File: config.mk
export PLATFORM = sky130hd
export DESIGN_NAME = handshake_tx_buf
export DESIGN_NICKNAME = d
export VERILOG_FILES = /design/src/rtl/handshake_pkg.sv /design/src/rtl/sync_bit.sv /design/src/rtl/handshake_tx_buf.sv
export SDC_FILE = /design/constraint.sdc
export NUM_CORES = 1
export LEC_CHECK = 0
export ABC_AREA = 0
export CAP_MARGIN = 20
export CORE_ASPECT_RATIO = 0.7
export CORE_MARGIN = 2
export CORE_UTILIZATION = 37
export DETAILED_ROUTE_END_ITERATION = 8
export SETUP_SLACK_MARGIN = 0.3
export SYNTH_ARGS = -nofsm -noshare
export SYNTH_HDL_FRONTEND = slang
export SYNTH_SLANG_ARGS = --single-unit
File: constraint.sdc
create_clock -name sclk -period 2.55 [get_ports sclk]
set_input_delay 0.3825 -clock sclk [delete_from_list [all_inputs] [get_ports sclk]]
set_output_delay 0.3825 -clock sclk [all_outputs]
set_load 0.05 [all_outputs]
File: src/rtl/handshake_pkg.sv
// Shared types and helpers for the 4-phase handshake transmit buffer.
package handshake_pkg;

  typedef enum logic [1:0] {
    IDLE    = 2'b00,
    REQ     = 2'b01,
    RELEASE = 2'b10
  } state_t;

  function automatic int clog2(input int value);
    int result;
    result = 0;
    for (int v = value - 1; v > 0; v = v >> 1) result++;
    return result;
  endfunction

endpackage

File: src/rtl/sync_bit.sv
// Multi-flop synchroniser for a single asynchronous bit into the sclk domain.
module sync_bit #(
  parameter int STAGES = 2
) (
  input  logic sclk,
  input  logic reset_n,
  input  logic d,
  output logic q
);

  logic [STAGES-1:0] sync_q;

  always_ff @(posedge sclk or negedge reset_n) begin
    if (!reset_n) sync_q <= '0;
    else          sync_q <= {sync_q[STAGES-2:0], d};
  end

  assign q = sync_q[STAGES-1];

endmodule

File: src/rtl/handshake_tx_buf.sv
// Word FIFO feeding a 4-phase req/ack sender with a sticky per-phase timeout.
//
// state   | meaning
// IDLE    | no transfer in flight, waiting for the FIFO to hold a word
// REQ     | req high with data_out stable, waiting for synchronised ack high
// RELEASE | req low, waiting for synchronised ack to return low
module handshake_tx_buf
  import handshake_pkg::*;
#(
  parameter int WIDTH       = 8,
  parameter int DEPTH       = 4,
  parameter int SYNC_STAGES = 2,
  parameter int TIMEOUT     = 255
) (
  input  logic                        sclk,
  input  logic                        reset_n,
  input  logic                        valid,
  output logic                        ready,
  input  logic [WIDTH-1:0]            data_in,
  input  logic                        ack,
  output logic                        req,
  output logic [WIDTH-1:0]            data_out,
  output logic [clog2(DEPTH+1)-1:0]   level,
  output logic                        busy,
  output logic                        timeout_err,
  input  logic                        err_clr
);

  localparam int LVL_W = clog2(DEPTH + 1);
  localparam int PTR_W = clog2(DEPTH);
  localparam int TMR_W = (TIMEOUT > 0) ? clog2(TIMEOUT + 1) : 1;
  localparam logic [LVL_W-1:0] FULL_LVL = LVL_W'(DEPTH);
  localparam logic [TMR_W-1:0] TMR_LOAD = TMR_W'(TIMEOUT);
  localparam logic [TMR_W-1:0] TMR_LAST = TMR_W'(1);

  logic [WIDTH-1:0] mem [DEPTH];
  logic [PTR_W-1:0] wr_ptr;
  logic [PTR_W-1:0] rd_ptr;
  logic [TMR_W-1:0] phase_tmr;
  state_t           state;
  logic             ack_s;
  logic             push;
  logic             pop;
  logic             phase_stay;
  logic             tmr_hit;

  sync_bit #(
    .STAGES (SYNC_STAGES)
  ) u_ack_sync (
    .sclk    (sclk),
    .reset_n (reset_n),
    .d       (ack),
    .q       (ack_s)
  );

  assign ready = (level != FULL_LVL);
  assign push  = valid && ready;
  assign pop   = (level != '0) && ((state == IDLE) || ((state == RELEASE) && !ack_s));
  assign busy  = (state != IDLE) || (level != '0);

  // The timer only expires while the FSM stays put; a transition reloads it.
  assign phase_stay = ((state == REQ) && !ack_s) || ((state == RELEASE) && ack_s);
  assign tmr_hit    = (TIMEOUT != 0) && phase_stay && (phase_tmr == TMR_LAST);

  always_ff @(posedge sclk) begin
    if (push) mem[wr_ptr] <= data_in;
  end

  always_ff @(posedge sclk or negedge reset_n) begin
    if (!reset_n) begin
      wr_ptr <= '0;
      rd_ptr <= '0;
      level  <= '0;
    end else begin
      if (push) wr_ptr <= wr_ptr + 1'b1;
      if (pop)  rd_ptr <= rd_ptr + 1'b1;
      if (push && !pop)      level <= level + 1'b1;
      else if (pop && !push) level <= level - 1'b1;
    end
  end

  always_ff @(posedge sclk or negedge reset_n) begin
    if (!reset_n) begin
      state       <= IDLE;
      req         <= 1'b0;
      data_out    <= '0;
      phase_tmr   <= '0;
      timeout_err <= 1'b0;
    end else begin
      if (tmr_hit)      timeout_err <= 1'b1;
      else if (err_clr) timeout_err <= 1'b0;

      if (pop) data_out <= mem[rd_ptr];

      case (state)
        IDLE: begin
          if (pop) begin
            state     <= REQ;
            req       <= 1'b1;
            phase_tmr <= TMR_LOAD;
          end
        end
        REQ: begin
          if (ack_s) begin
            state     <= RELEASE;
            req       <= 1'b0;
            phase_tmr <= TMR_LOAD;
          end else if (phase_tmr != '0) begin
            phase_tmr <= phase_tmr - 1'b1;
          end
        end
        RELEASE: begin
          if (!ack_s) begin
            if (pop) begin
              state     <= REQ;
              req       <= 1'b1;
              phase_tmr <= TMR_LOAD;
            end else begin
              state <= IDLE;
            end
          end else if (phase_tmr != '0) begin
            phase_tmr <= phase_tmr - 1'b1;
          end
        end
        default: begin
          state <= IDLE;
          req   <= 1'b0;
        end
      endcase
    end
  end

endmodule

==> results of run 1 <==
[how the worst min path moves through the flow]
stage	slack, ns	from	end	cells past startpoint
6_report	0.36	u_ack_sync.sync_q[0]	u_ack_sync.sync_q[1]	0
5_1_grt	0.36	u_ack_sync.sync_q[0]	u_ack_sync.sync_q[1]	0
4_1_cts	0.36	u_ack_sync.sync_q[0]	u_ack_sync.sync_q[1]	0
3_5_place_dp	0.34	u_ack_sync.sync_q[0]	u_ack_sync.sync_q[1]	0
3_3_place_gp	0.33	u_ack_sync.sync_q[0]	u_ack_sync.sync_q[1]	0
2_1_floorplan	0.09	reset_n	data_out[0]	0
[per-layer routing]
metal  vias up  track usage  share of wire
met1       828       0.1937           0.49
met5         -            0              0
met4         0      0.03846         0.0096
li1        795            -              -
met2        51       0.1937           0.43
met3         5      0.06074          0.068
[cell usage in the layout (no fill, tap or decap), drive strengths merged, types with 3 or more instances in the layout]
master         Yosys  routed
and3               5       5
nand2b             6       6
nor4               3       3
clkdlybuf4s50      0      25
edfxtp            32      32
xnor2              4       4
nor2               7       7
mux2               9       9
a21oi              6       6
mux4               8       8
nor3               3       3
o21ai             10      10
clkbuf             0       9
ha                12      12
nor3b              3       3
a211o              3       3
dfrtp             29      29
inv               10      14
nand2             15      15
[state kept, by name, summed over array words and instances, names as in the netlist]
register,cells
wr_ptr,2
phase_tmr,8
u_ack_sync.sync_q,2
req,1
data_out,8
level,3
timeout_err,1
rd_ptr,2
state,2
mem,32
[layout make-up]
cell class	count	area, µm²
well taps	98	122.6
clock buffers	9	123.9
repair buffers	29	286.5
fillers	672	3892
clock inverters	7	78.83
multi-input cells	118	1054
inverters	10	37.54
flip-flops and latches	61	1692
[cell families after synthesis]
logic type	after synthesis	synth area share
adder cells (fa/ha/maj)	13	0.06134
AO/OA/AOI/OAI	30	0.07578
XOR/XNOR	6	0.01894
multiplexers	18	0.1051
flip-flops	61	0.6080
AND/OR/NAND/NOR	51	0.1105
buffers and inverters	14	0.02030
[metrics by stage]
stage	power, mW	cell area, µm²	setup slack, ns	hold slack (ns)	utilization
after floorplan	3.273	2785	0.3203	0.08691	-
after global placement	3.860	3174	0.3041	0.3344	0.4356
after detailed placement	3.871	3174	0.2463	0.3435	0.4356
after CTS	4.768	3388	0.3037	0.3591	0.4650
after global routing	5.047	3395	0.2813	0.3614	0.4658
final	4.717	3395	0.4132	0.3552	0.4658
[worst register-to-register path, delay by kind of cell, from the launching register on]
kind | cells | cell delay, ns
AOI/OAI and AO/OA | 1 | 0.16
adders and majority gates | 3 | 0.81
buffers and inverters | 3 | 0.29
DFF | 1 | 0.41
muxes | 1 | 0.26
and+or+nand+nor | 1 | 0.09
[power breakdown]
part,leakage (nW),switching [mW],internal (mW),total (mW)
combinational,0.545,1.19,0.948,2.13
sequential,0.629,0.333,1.39,1.72
clock,0.105,0.395,0.464,0.859
[repair_timing]
item,4_1_cts,5_1_grt
buffers inserted,0,0
setup endpoints to repair,3,3
resized for setup,3,4
cloned,0,0
==> results.cfg, run 1 <==
[detailed_routing]
postRouteAntennaNets = 0
routed_via_density = 5.057
wirelength_um = 4990
vias = 1679
drc = 0
drtIter0Drc = 75
dr.pass1.iters = 4
wire_per_inst_um = 15.03

[timing]
worst_slew_pin_slew_ns = 0.6016
fin_tns_setup_ns = 0
max_freq_mhz = 468.0
rsz0062_at_grt = yes
slew_headroom = 0.5989
fin_crit_sh = 0.8380
period_needed_ns = 2.137
hold_violations = 0
setup_viol = 0
report.final.slew_viol_count = 0
skew_ns = 0.01239

[worst_setup_path]
startpoint = state[0]
path_common_cell = inv_1
worst-endpoint-required_ns = 2.77
cp_max_fo = 6
worst-r2r-cell-count = 9
crit_slowest_cell = dfrtp_1
cp.arrival_ns = 2.35
endpoint_kind = register
timing.rr.end = level[1]
path_delay_family = adder cells
reg2reg_slack_ns = 0.41
worst-path-buf-inv = 3
critPathKind = register to register
cp-endpoint = level[1]
path_depth = 9
path_cells = inv_2, ha_4, nand2b_2, a21oi_2, inv_1, ha_1, inv_1, fa_1, mux2_2
reg2reg_from = state[0]
startpoint_type = register
slowest_delay_ns = 0.41

[final_layout]
nNetsFinal = 255
fin_cells = 332
drive_above_1_share = 0.2222
synthToLayoutAreaGrowth_pct = 22.37
n_antenna_cell = 0

[logic_synthesis]
synth_most_common_cell = edfxtp_1
synthFlopType = edfxtp_1
syn_area_per_cell_um2 = 14.37
yosysWarnings = 0
yosys.area.top_type_share = 0.3464
synthArstFlopShare = 0.4754
synth_top_area_cell = edfxtp_1
syn-cell-area_um2 = 2774
ys_top_cells_by_area = edfxtp_1 (35%), dfrtp_1 (26%), mux4_2 (6.5%)
syn-num-nets = 219
synth-edff-count = 32
synthCells = 193
yosysUniqueCellTypes = 45
ys_seq_elements = 61
ys_seq_area_frac = 0.6080
yosys-top-cells-count = edfxtp_1 (32), dfrtp_1 (29), nand2_1 (15)

[cts]
clk_pin_slew_ns = 0.07
clk-insertion-delay-late_ns = 0.34
cts_buffer_depth = 2
holdBufCountCts = 0
cts_tree = done
cts_buffers = 9
clockRootBuffer = clkbuf_8
cts_sinks = 61
htreeDepth = 3

[floorplan]
io_pins = 28
row_count = 26
die_h_um = 76.44
coreArea_um2 = 7287
start_util = 0.3807
fp.dieW_um = 107.5
dieArea_um2 = 8217

[grt]
grt_pass1_vias = 1693
antenna_found_initial = 0
grt_max_degree = 30
grt_use_total = 0.1379
globalRouteOverflowTotal = 0
grt_pass1_wl_um = 8487

[place]
dp_hpwl_um = 3560
place_inst = 316
gp_congestion = 0.8818
io_buffers = 27

[pwr]
p_leak_nw = 1.279
p_per_area_nw_per_um2 = 1390
vdd_ir_drop_max_uv = 744.5

[flow_run]
cap_violations = 0

[worst_hold_path]
hp-class = register to register

[outcome]
outcome = complete, no violations
Power figures use the tool's default switching activity.
==> inputs of run 2 (changes only) <==
==> constraint.sdc (replaced) <==
create_clock -name sclk -period 1.9 [get_ports sclk]
set_input_delay 0.285 -clock sclk [delete_from_list [all_inputs] [get_ports sclk]]
set_output_delay 0.285 -clock sclk [all_outputs]
set_load 0.05 [all_outputs]
==> run 2 against run 1 <==
Net effect:
- the flow now finishes with violations (negative setup slack)
- clock-buffer cell count stayed put
- combinational power is 99% higher
- register-to-register slack worse by 0.47 ns
- global-route usage is 1.8 points higher
- clock power is 49% higher
- non-clock buffer count is 41 higher
- highest routed layer unchanged
==> results.cfg, run 2 (same netlist as run 1, synthesis figures left out) <==
[outcome]
outcome = finished, violations left
failed_checks = negative setup slack

[place]
placed_area_um2 = 3440
dp_hpwl_um = 3850
gp_congestion = 0.8396
place_ws_ns = -0.1245
io_buffers = 27

[timing]
slew_headroom = 0.6660
max_freq_mhz = 511.4
whs_ns = 0.3417
fin_tns_setup_ns = -0.06329
report.final.slew_viol_count = 0
hold_violations = 0
worst_slew_pin_slew_ns = 0.5030
period_needed_ns = 1.955
skew_ns = 0.009195
rsz0062_at_grt = yes
fin_crit_sh = 1.029
fin_ws_ns = -0.05545
setup_viol = 2

[floorplan]
io_pins = 28
coreArea_um2 = 7287
die_h_um = 76.44
dieArea_um2 = 8217
row_count = 26
start_util = 0.3807
fp.dieW_um = 107.5

[final_layout]
n_antenna_cell = 0
stdcell_area_um2 = 3993
synthToLayoutAreaGrowth_pct = 43.93
nNetsFinal = 296
largest_reg_flops = 32
final_cell_mix = edfxtp_1 (32), buf_4 (31), dfrtp_1 (25)
drive_above_1_share = 0.4618
regArea_um2 = 1697
final_common_cell = edfxtp_1
n_fill_cell = 621
regMostFlops = mem
reg_top3 = mem: 32 flops, data_out: 8 flops, phase_tmr: 8 flops
multi_input_area_um2 = 1256

[cts]
cts_buffer_depth = 2
cts_sinks = 61
cts_buffers = 9
clk-insertion-delay-late_ns = 0.34
cts_tree = done
holdBufCountCts = 0
clockRootBuffer = clkbuf_8
htreeDepth = 3
clk_pin_slew_ns = 0.08

[detailed_routing]
routed_via_density = 4.981
vias = 1858
drc = 0
dr.pass1.iters = 4
wire_per_inst_um = 16.25
wirelength_um = 6061
drtIter0Drc = 82
postRouteAntennaNets = 0

[pwr]
vdd_ir_drop_max_uv = 1312
total_power_mw = 7.734
p_leak_nw = 1.579
p_per_area_nw_per_um2 = 1937

[worst_setup_path]
critPathKind = register to register
cp_max_fo = 3
cp.arrival_ns = 2.17
worst-endpoint-required_ns = 2.12
endpoint_kind = register
startpoint_type = register

[grt]
globalRouteOverflowTotal = 0
grt_max_degree = 30
grt_pass1_vias = 1898
grt_pass1_wl_um = 9632
antenna_found_initial = 0
grt_use_total = 0.1563

[flow_run]
cap_violations = 0

[worst_hold_path]
hp-class = primary input to asynchronous set/reset pin
## run 2: cell types whose count changed in the layout (fill, tap and decap cells not counted), moves of 4 or more
| cell | before | now |
|---|---|---|
| buf_4 | 2 | 31 |
| clkdlybuf4s50_1 | 25 | 12 |
| buf_6 | 0 | 12 |
| dlygate4sd2_1 | 1 | 9 |
| o21ai_0 | 9 | 3 |
| a21oi_4 | 0 | 4 |
| and3_1 | 5 | 1 |
| and3_4 | 0 | 4 |
| buf_8 | 0 | 4 |
| inv_1 | 9 | 5 |
| inv_2 | 1 | 5 |
| nand2_1 | 14 | 10 |
## run 2: layer usage
metal,GRT usage,wire length [µm],vias up
met3,0.05646,392,6
met5,0,0,-
met1,0.2258,2836,918
li1,-,-,879
met4,0.06026,74,0
met2,0.2132,2756,55
## run 2: path summary, 6_finish.rpt
kind                                       from              endpoint  slack, ns  cells after the start
max                                    state[0]              level[1]      -0.06                      9
min                                     reset_n          phase_tmr[6]       0.34                      2
max reg2reg                            state[0]              level[1]      -0.06                      9
min reg2reg                u_ack_sync.sync_q[0]  u_ack_sync.sync_q[1]       0.35                      0
max in group asynchronous               reset_n              level[1]       1.23                      2
min in group sclk          u_ack_sync.sync_q[0]  u_ack_sync.sync_q[1]       0.35                      0
## run 2: per-stage QoR
stage                 util  instances
floorplan                -        193
global placement    0.4720        345
detailed placement  0.4720        345
CTS                 0.5258        368
global route        0.5479        373
finish              0.5479        373
## run 2: repair_timing
action,4_1_cts,5_1_grt
cloned,0,0
resized for setup,46,32
endpoints found under the setup margin,33,56
pin swaps,6,9
setup buffers,7,5
## run 2: where the power goes
part	total, mW	switching, mW	internal, mW
clock	1.28	0.532	0.744
combinational	4.24	2.17	2.07
sequential	2.22	0.339	1.88
## run 2: critical path, stage by stage, from the launching register on
cell      delay (ns)
dfrtp_1         0.39
inv_2           0.12
ha_4            0.16
nand2b_4        0.07
a21oi_4         0.14
inv_2           0.07
ha_4            0.16
inv_2           0.05
fa_1            0.40
mux2_4          0.27
## run 2: layout make-up
type | instances | area share
well taps | 98 | 0.03071
clock buffers | 9 | 0.03102
clock inverters | 7 | 0.02476
flip-flops and latches | 61 | 0.4249
inverters | 10 | 0.009401
repair buffers | 70 | 0.1645
multi-input cells | 118 | 0.3146
==> inputs of run 3 (changes only) <==
--- a/config.mk
+++ b/config.mk
@@ -10,6 +10,7 @@
 export CORE_ASPECT_RATIO = 0.7
 export CORE_MARGIN = 2
 export CORE_UTILIZATION = 37
+export CTS_CLUSTER_SIZE = 20
 export DETAILED_ROUTE_END_ITERATION = 8
 export SETUP_SLACK_MARGIN = 0.3
 export SYNTH_ARGS = -nofsm -noshare
==> results of run 3 <==
The final DEF is identical to that of run 2; final timing and power are the same.
